File: src/rtl/rr_arb4_32.sv
// rr_arb4_32 -- four-requester round-robin arbiter with bounded bursts.
//
// Shares one 4:1 WIDTH-bit selection path among four valid/ready producers.
// The selected word is captured into a one-entry output register. A winner
// may keep ownership for up to BURST back-to-back words before the grant
// rotates.
//
// Handshake rules (all ports): a word moves on a rising edge when its valid
// and ready are both 1 at that edge. Valid may drop without a handshake.
// The arbiter never captures a word unless it raised the matching ready.
// req_ready is combinational, at most one bit set, and all-zero while the
// output register is full and not draining, or while rst is high.
//
// Ports:
//   clk          rising-edge clock
//   rst          synchronous, active-high reset
//   req_valid    per-requester valid (bit i = requester i)
//   req_data0..3 requester payloads
//   req_ready    per-requester accept (one-hot or zero)
//   out_valid    output register holds a word
//   out_data     registered selected word
//   out_sel      index of the requester that produced out_data
//   out_ready    sink accepts out_data
//   busy         grant FSM is in OWN (doubles as the FSM state view)

module rr_arb4_32 #(
  parameter int WIDTH = 32,
  parameter int BURST = 4
) (
  input  logic             clk,
  input  logic             rst,
  input  logic [3:0]       req_valid,
  input  logic [WIDTH-1:0] req_data0,
  input  logic [WIDTH-1:0] req_data1,
  input  logic [WIDTH-1:0] req_data2,
  input  logic [WIDTH-1:0] req_data3,
  output logic [3:0]       req_ready,
  output logic             out_valid,
  output logic [WIDTH-1:0] out_data,
  output logic [1:0]       out_sel,
  input  logic             out_ready,
  output logic             busy
);

  typedef enum logic {
    IDLE = 1'b0,
    OWN  = 1'b1
  } state_t;

  localparam logic [3:0] BURST_C = 4'(BURST);

  state_t     state, state_d;
  logic [1:0] last, last_d;
  logic [3:0] cnt, cnt_d;

  logic       can_load;
  logic       found;
  logic [1:0] win;
  logic [1:0] cand;
  logic       load;
  logic [1:0] load_sel;
  logic [WIDTH-1:0] sel_data;

  assign can_load = !out_valid || out_ready;
  assign busy     = (state == OWN);

  // Round-robin scan starting just after the last winner, wrapping at 3.
  always_comb begin
    found = 1'b0;
    win   = last;
    cand  = last;
    for (int k = 1; k <= 4; k++) begin
      cand = last + 2'(k);
      if (!found && req_valid[cand]) begin
        found = 1'b1;
        win   = cand;
      end
    end
  end

  // Grant FSM: next state, burst bookkeeping and the ready decode.
  always_comb begin
    state_d   = state;
    last_d    = last;
    cnt_d     = cnt;
    load      = 1'b0;
    load_sel  = last;
    req_ready = 4'b0000;
    if (!rst && can_load) begin
      unique case (state)
        IDLE: begin
          if (found) begin
            load     = 1'b1;
            load_sel = win;
            last_d   = win;
            cnt_d    = 4'd1;
            state_d  = (BURST > 1) ? OWN : IDLE;
          end
        end
        OWN: begin
          if (req_valid[last]) begin
            load     = 1'b1;
            load_sel = last;
            cnt_d    = cnt + 4'd1;
            if (cnt + 4'd1 == BURST_C) state_d = IDLE;
          end else if (found) begin
            // Owner went quiet: hand over in the same cycle, no bubble.
            load     = 1'b1;
            load_sel = win;
            last_d   = win;
            cnt_d    = 4'd1;
            state_d  = (BURST > 1) ? OWN : IDLE;
          end else begin
            state_d = IDLE;
          end
        end
        default: state_d = IDLE;
      endcase
      if (load) req_ready[load_sel] = 1'b1;
    end
  end

  // Shared 4:1 selection path.
  always_comb begin
    unique case (load_sel)
      2'd0:    sel_data = req_data0;
      2'd1:    sel_data = req_data1;
      2'd2:    sel_data = req_data2;
      default: sel_data = req_data3;
    endcase
  end

  always_ff @(posedge clk) begin
    if (rst) begin
      state     <= IDLE;
      last      <= 2'd3;
      cnt       <= 4'd0;
      out_valid <= 1'b0;
      out_data  <= '0;
      out_sel   <= 2'd0;
    end else begin
      state <= state_d;
      last  <= last_d;
      cnt   <= cnt_d;
      if (load) begin
        // A load may coincide with an unload; the new word simply replaces it.
        out_valid <= 1'b1;
        out_data  <= sel_data;
        out_sel   <= load_sel;
      end else if (out_ready) begin
        out_valid <= 1'b0;
      end
    end
  end

endmodule

File: config.mk
export PLATFORM = sky130hd
export DESIGN_NAME = rr_arb4_32
export DESIGN_NICKNAME = d
export VERILOG_FILES = /design/src/rtl/rr_arb4_32.sv
export SDC_FILE = /design/constraint.sdc
export NUM_CORES = 1
export LEC_CHECK = 0
export CORE_MARGIN = 3
export CORE_UTILIZATION = 30
export DETAILED_ROUTE_END_ITERATION = 8
export GPL_TIMING_DRIVEN = 0
export PLACE_DENSITY = 0.7
export SKIP_LAST_GASP = 1
export SYNTH_ARGS = -nofsm -noshare
export SYNTH_HDL_FRONTEND = slang
export SYNTH_SLANG_ARGS = --single-unit
File: constraint.sdc
create_clock -name clk -period 4.51 [get_ports clk]
set_input_delay 0.451 -clock clk [delete_from_list [all_inputs] [get_ports clk]]
set_output_delay 0.451 -clock clk [all_outputs]
set_load 0.005 [all_outputs]
==> reports/metrics.csv <==
stage;metric;value;unit
yosys;yosysSeqAreaShare;24.7;%
route;wl_per_cell;18.0;µm
job;max-cap-violations;0;
clock_tree;postCtsHoldBufs;0;
yosys;syn_area;3400;µm²
pwr;peakVddDrop;0.136;mV
cells_and_area;drive_gt1_share;24.8;%
global_routing;antenna_found_initial;0;
timing;drv_slew;0;
route;first_pass_iters;4;
placement;dpl_cell_area;5300;µm²
setup_path;crit_path_end_kind;primary output;
route;drtIter0Drc;99;
timing;rsz0062_at_grt;no;
floorplan;die_area;12700;µm²
yosys;syn_inst;350;
global_routing;gr-usage-all-layers;18.5;%
floorplan;ioPinCount;175;
route;drc;0;
setup_path;worstPathRequired;4.06;ns
global_routing;grt_pass1_wl;19100;µm
pwr;p_leak;2.01;nW
clock_tree;cts_max_level;2;
yosys;ys_warn_count;0;
yosys;synth.top_cells.by_area;dfxtp_1 (25%), a211oi_2 (23%), a221oi_2 (12%);
route;wirelength;12000;µm
setup_path;critPathKind;input port to primary output;
cells_and_area;area_growth;59.8;%
cells_and_area;nFillCells;1051;
yosys;avgSynthCellArea;9.73;µm²
yosys;synth-seq-cells;42;
yosys;yosys.area.top_type;dfxtp_1;
timing;relSlewSlack;48.9;%
clock_tree;cts_setup_buffers;0;
global_routing;grt-ovfl-total;0;
clock_tree;cts_root_buffer;clkbuf_16;
floorplan;die_x;113;µm
route;vias_per_cell;5.30;
min_path;holdCritPathClass;register to register;
clock_tree;path_clk_slew;0.06;ns
timing;fmax;280;MHz
timing;period_needed;3.58;ns
run_status;outcome;finished clean;
timing;fin_setup_tns;0;ns
floorplan;row_count;38;
pwr;p_per_area;298;nW/µm²
floorplan;die_h;113;µm
clock_tree;tritoncts;built;
yosys;synth_edf_count;0;
floorplan;core-area;11000;µm²
clock_tree;clkLatencyLatePin;0.28;ns
timing;hold_viol_final;0;
yosys;ys.flop_type;dfxtp_1;
timing;skew;0.00523;ns
yosys;async_reset_ff_share;0;%
timing;worst_pin_slew;0.766;ns
yosys;syn_nets;487;
cells_and_area;fin_area;5440;µm²
clock_tree;cts_buffers;5;
setup_path;cp.arrival;3.12;ns
cells_and_area;diodes;0;
yosys;yosys.cell_types.count;45;
cells_and_area;seqCellArea;841;µm²
cells_and_area;finalNetCount;666;
global_routing;grt_max_degree;12;
clock_tree;cts_buffer_depth;2;
setup_path;crit_fanout;10;
placement;placement.io_buffers;172;
setup_path;start_kind;input port;
placement;place.detailed.hpwl;9220;µm
yosys;synth.top_cell.area_share;24.7;%
placement;place_congestion;0.855;
floorplan;start_util;31.0;%
timing;fin_crit_sh;79.3;%
global_routing;first_global_vias;3795;
clock_tree;ctsResizeCount;0;
route;vias;3539;
timing;setup_violations;0;
clock_tree;cts.sinks;42;
cells_and_area;multi_input_area;2250;µm²
timing;timing.hold.ws;0.446;ns
route;ant_nets;0;
[cell usage after synthesis, types with 2 or more instances]
cell,number
a211oi_2,62
nand2_1,43
dfxtp_1,42
a21oi_1,37
and3_1,32
a221oi_2,28
nor2_1,16
buf_6,12
clkbuf_1,9
a221oi_1,5
buf_2,5
buf_4,4
a211oi_1,3
a22oi_1,3
and2_1,3
buf_1,3
buf_12,3
inv_1,3
nand2b_1,3
nand3_1,3
ha_1,2
mux2i_1,2
nor2b_1,2
o21ai_0,2
xnor2_1,2
xor2_1,2
[power by group]
| group | leakage (nW) | internal [W] | switching (W) |
|---|---|---|---|
| Sequential | 0.351 | 0.000438 | 0.0000633 |
| Clock | 0.0688 | 0.000214 | 0.000143 |
| Combinational | 1.59 | 0.000418 | 0.000344 |
[cell type report]
class / instances / area share (%)
Buffer: 37 / 5.57
Timing Repair Buffer: 172 / 31.6
Inverter: 4 / 0.276
Multi-Input combinational cell: 267 / 41.3
Sequential cell: 42 / 15.5
Tap cell: 140 / 3.22
Clock buffer: 6 / 2.55
[layer usage]
metal | share of wire (%) | track usage [%] | vias up
li1 | - | - | 1725
met1 | 43 | 22.7 | 1666
met2 | 49 | 32.8 | 134
met3 | 6.9 | 4.64 | 14
met4 | 1.4 | 3.93 | 0
met5 | 0 | 0 | -
[critical path, cell delays in order]
cell and delay [ns]:
clkdlybuf4s50_1 0.52, mux2_2 0.35, a22oi_1 0.35, a21oi_1 0.15, nand2b_1 0.18, buf_6 0.15, clkbuf_1 0.28, nor2_1 0.18
clkdlybuf4s50_1 0.52
[metrics by stage]
step / total power, W / worst slack, ns / instances / util, %
after floorplan: 0.000922 / 2.16 / 350 / -
after detailed placement: 0.00128 / 0.925 / 662 / 48.3
final: 0.00162 / 0.935 / 668 / 49.5
after global routing: 0.00171 / 0.769 / 668 / 49.5
after CTS: 0.00164 / 0.895 / 668 / 49.5
after global placement: 0.00126 / 0.927 / 662 / 48.3
[logic make-up (layout without fill, tap and decap cells)]
| group | count (synthesis) | in the layout | share of synthesized area, % |
|---|---|---|---|
| buffers and inverters | 41 | 219 | 9.33 |
| multiplexers | 4 | 4 | 1.36 |
| XOR/XNOR | 4 | 4 | 1.03 |
| AO/OA/AOI/OAI | 149 | 149 | 46.8 |
| AND/OR/NAND/NOR | 108 | 108 | 16.1 |
| flip-flops | 42 | 42 | 24.7 |
| adder cells (fa/ha/maj) | 2 | 2 | 0.735 |
[worst paths after layout]
kind                                 from                       end  slack, ns  cells past startpoint
setup / recovery             req_valid[2]              req_ready[2]       0.93                      9
hold / removal    out_sel[1]$_SDFFE_PP0P_   out_sel[1]$_SDFFE_PP0P_       0.45                      2
setup reg to reg     last[1]$_SDFFE_PP1P_  out_data[4]$_SDFFE_PP0P_       2.03                      9
hold reg to reg   out_sel[1]$_SDFFE_PP0P_   out_sel[1]$_SDFFE_PP0P_       0.45                      2
[state kept, by name (all words and copies together) (netlist names)]
register and flops:
out_sel 2, busy 1, out_data 32, last 2
cnt 4, out_valid 1
[cells in the final DEF (no fill, tap or decap), types with 9 or more instances in the layout]
cell type / n
a221oi_2: 28
a211oi_2: 62
nand2_1: 43
clkbuf_1: 9
and3_1: 32
clkdlybuf4s50_1: 172
a21oi_1: 37
dfxtp_1: 42
buf_6: 12
nor2_1: 16
No activity file was read; power rests on OpenSTA's default activity.
==> RTL change (config.mk and constraints unchanged) <==
The parameter `WIDTH` goes from 32 to 16.
--- a/src/rtl/rr_arb4_32.sv
+++ b/src/rtl/rr_arb4_32.sv
@@ -24,7 +24,7 @@
 //   busy         grant FSM is in OWN (doubles as the FSM state view)
 
 module rr_arb4_32 #(
-  parameter int WIDTH = 32,
+  parameter int WIDTH = 16,
   parameter int BURST = 4
 ) (
   input  logic             clk,
Ports: changed (5 resized); port bits go from 175 to 95. No check against the original RTL was run, so the function may have changed too.
==> RTL change against the unedited design <==
- global-route usage is 2.8 points lower
- critical path depth decreased by 1
- cell area decreased by 49%
- wire length down 56%
- sequential share of layout area increased by 3.3 points
- setup slack improved by 0.40 ns
- clock skew barely moved
- power decreased by 45%
- hold slack better by 0.0022 ns
- final cell count down 46%
- synthesized area fell by 50%
- die area is 48% lower
- sequential cell count is 16 lower
==> RTL change: results (changes against the unedited design) <==
| Metric | Value |
|---|---|
| Peak supply drop | 0.215 mV (+58%) |
| Wire length per cell | 14.7 µm (-18%) |
| M1 WL | 2.16 mm (-58%) |
| Worst Reg-to-Reg Cells | 8 (-1) |
| Clk Tree Root Cell | clkbuf_8 |
| Post-DP HPWL | 4.25 mm (-54%) |
| Reg2reg setup slack | 2.15 ns (+0.12 ns) |
| Hold Slack | 0.448 ns (+0.00215 ns) |
| Post-synthesis sequential area ratio | 0.306 (+0.0589) |
| Slew margin rel. | 0.497 (+0.00789) |
| First-pass GRT wire length | 8.09 mm (-58%) |
| Post-DP Area | 2710 µm² (-49%) |
| LEAKAGE | 1.06 nW (-47%) |
| Post-Synth Adder-Cell Area | 0.0147 (+0.00736) |
| Post-synthesis mux area share | 0.201 (+0.187) |
| Worst reg2reg path startpoint | last[0]$_SDFFE_PP1P_ |
| Placer Congestion | 0.808 (-5.5%) |
| Worst-path clk slew | 0.09 ns (+0.03 ns) |
| Asr flop ratio synth | 0 (unchanged) |
| # fillers | 510 (-51%) |
| Fmax achieved | 0.315 GHz (+13%) |
| IO Port Bufs | 92 (-47%) |
| Storage element area | 520 µm² (-38%) |
| Met2 WL | 2.82 mm (-52%) |
| Ranking of synthesized cells by area | dfxtp_1, mux2i_1, o221ai_1 |
| Status | completed |
| Synth cell count leaders | mux2i_1, nand2_1, dfxtp_1 |
| Final #Nets | 365 (-45%) |
| Share of post-route cells with drive strength above 1 | 0.0653 (-0.183) |
| Met3 Routed Length | 238 µm (-71%) |
| H-tree depth | 1 (-1) |
| Via count | 1795 (-49%) |
| Cts bufs inserted | 3 (-2) |
| Syn_nets | 268 (-45%) |
| Global Route Usage Sum | 0.157 (-0.0278) |
| Final WL | 5.31 mm (-56%) |
| Met1 Use GR | 0.196 (-0.0307) |
| Final Skew | 0.00568 ns (+0.000443 ns) |
| Dpl cells | 357 (-46%) |
| Switching power total | 0.265 mW (-52%) |
| Post-synthesis compound-gate area fraction | 0.185 (-0.283) |
| Critical path capture point | req_ready[1] |
| Syn_area_per_cell | 8.73 µm² (-10%) |
| Crit-path max FO | 8 (-2) |
| Met3 usage | 0.0355 (-0.0109) |
| Pin count of the biggest net entering global routing | 16 (+4) |
| Number of global-route vias before repair | 1681 (-56%) |
| Largest registers | out_data x16, cnt x4 |
| Detailed Route Iter0 Violations | 63 (-36%) |
| Max stage delay on crit path | 0.55 ns (+0.03 ns) |
| GR Layer Usage met2 | 0.270 (-0.0574) |
| CP Launch Point | req_valid[1] |
| Synth Area in XOR/XNOR | 0.0265 (+0.0162) |
| Reg2Reg Capture Point | out_data[12]$_SDFFE_PP0P_ |
RTL change: changes by cell type in the layout (fill, tap and decap cells not counted), sizes merged, moves of 10 or more:
cell	change
a221oi	-33
o221ai	+16
dfxtp	-16
nand2	-14
a211oi	-64
clkdlybuf4s50	-80
and3	-32
a21oi	-30
buf	-18
mux2i	+31
clkbuf	-10
RTL change: final cells by class:
class	count	share of cell area
Clock buffer	3	0.0148
Timing Repair Buffer	92	0.331
Buffer	12	0.0279
Multi-Input combinational cell	153	0.391
Sequential cell	26	0.187
Tap cell	70	0.0315
Clock inverter	1	0.0108
Inverter	4	0.00540
RTL change: power by group through the flow:
stage          Combinational, mW  Clock, mW  Sequential [mW]
6_report                   0.399      0.196            0.293
3_5_place_dp               0.401          0            0.297
2_1_floorplan              0.211          0            0.299
4_1_cts                    0.403      0.202            0.293
5_1_grt                    0.433      0.211            0.299
3_3_place_gp               0.399          0            0.296
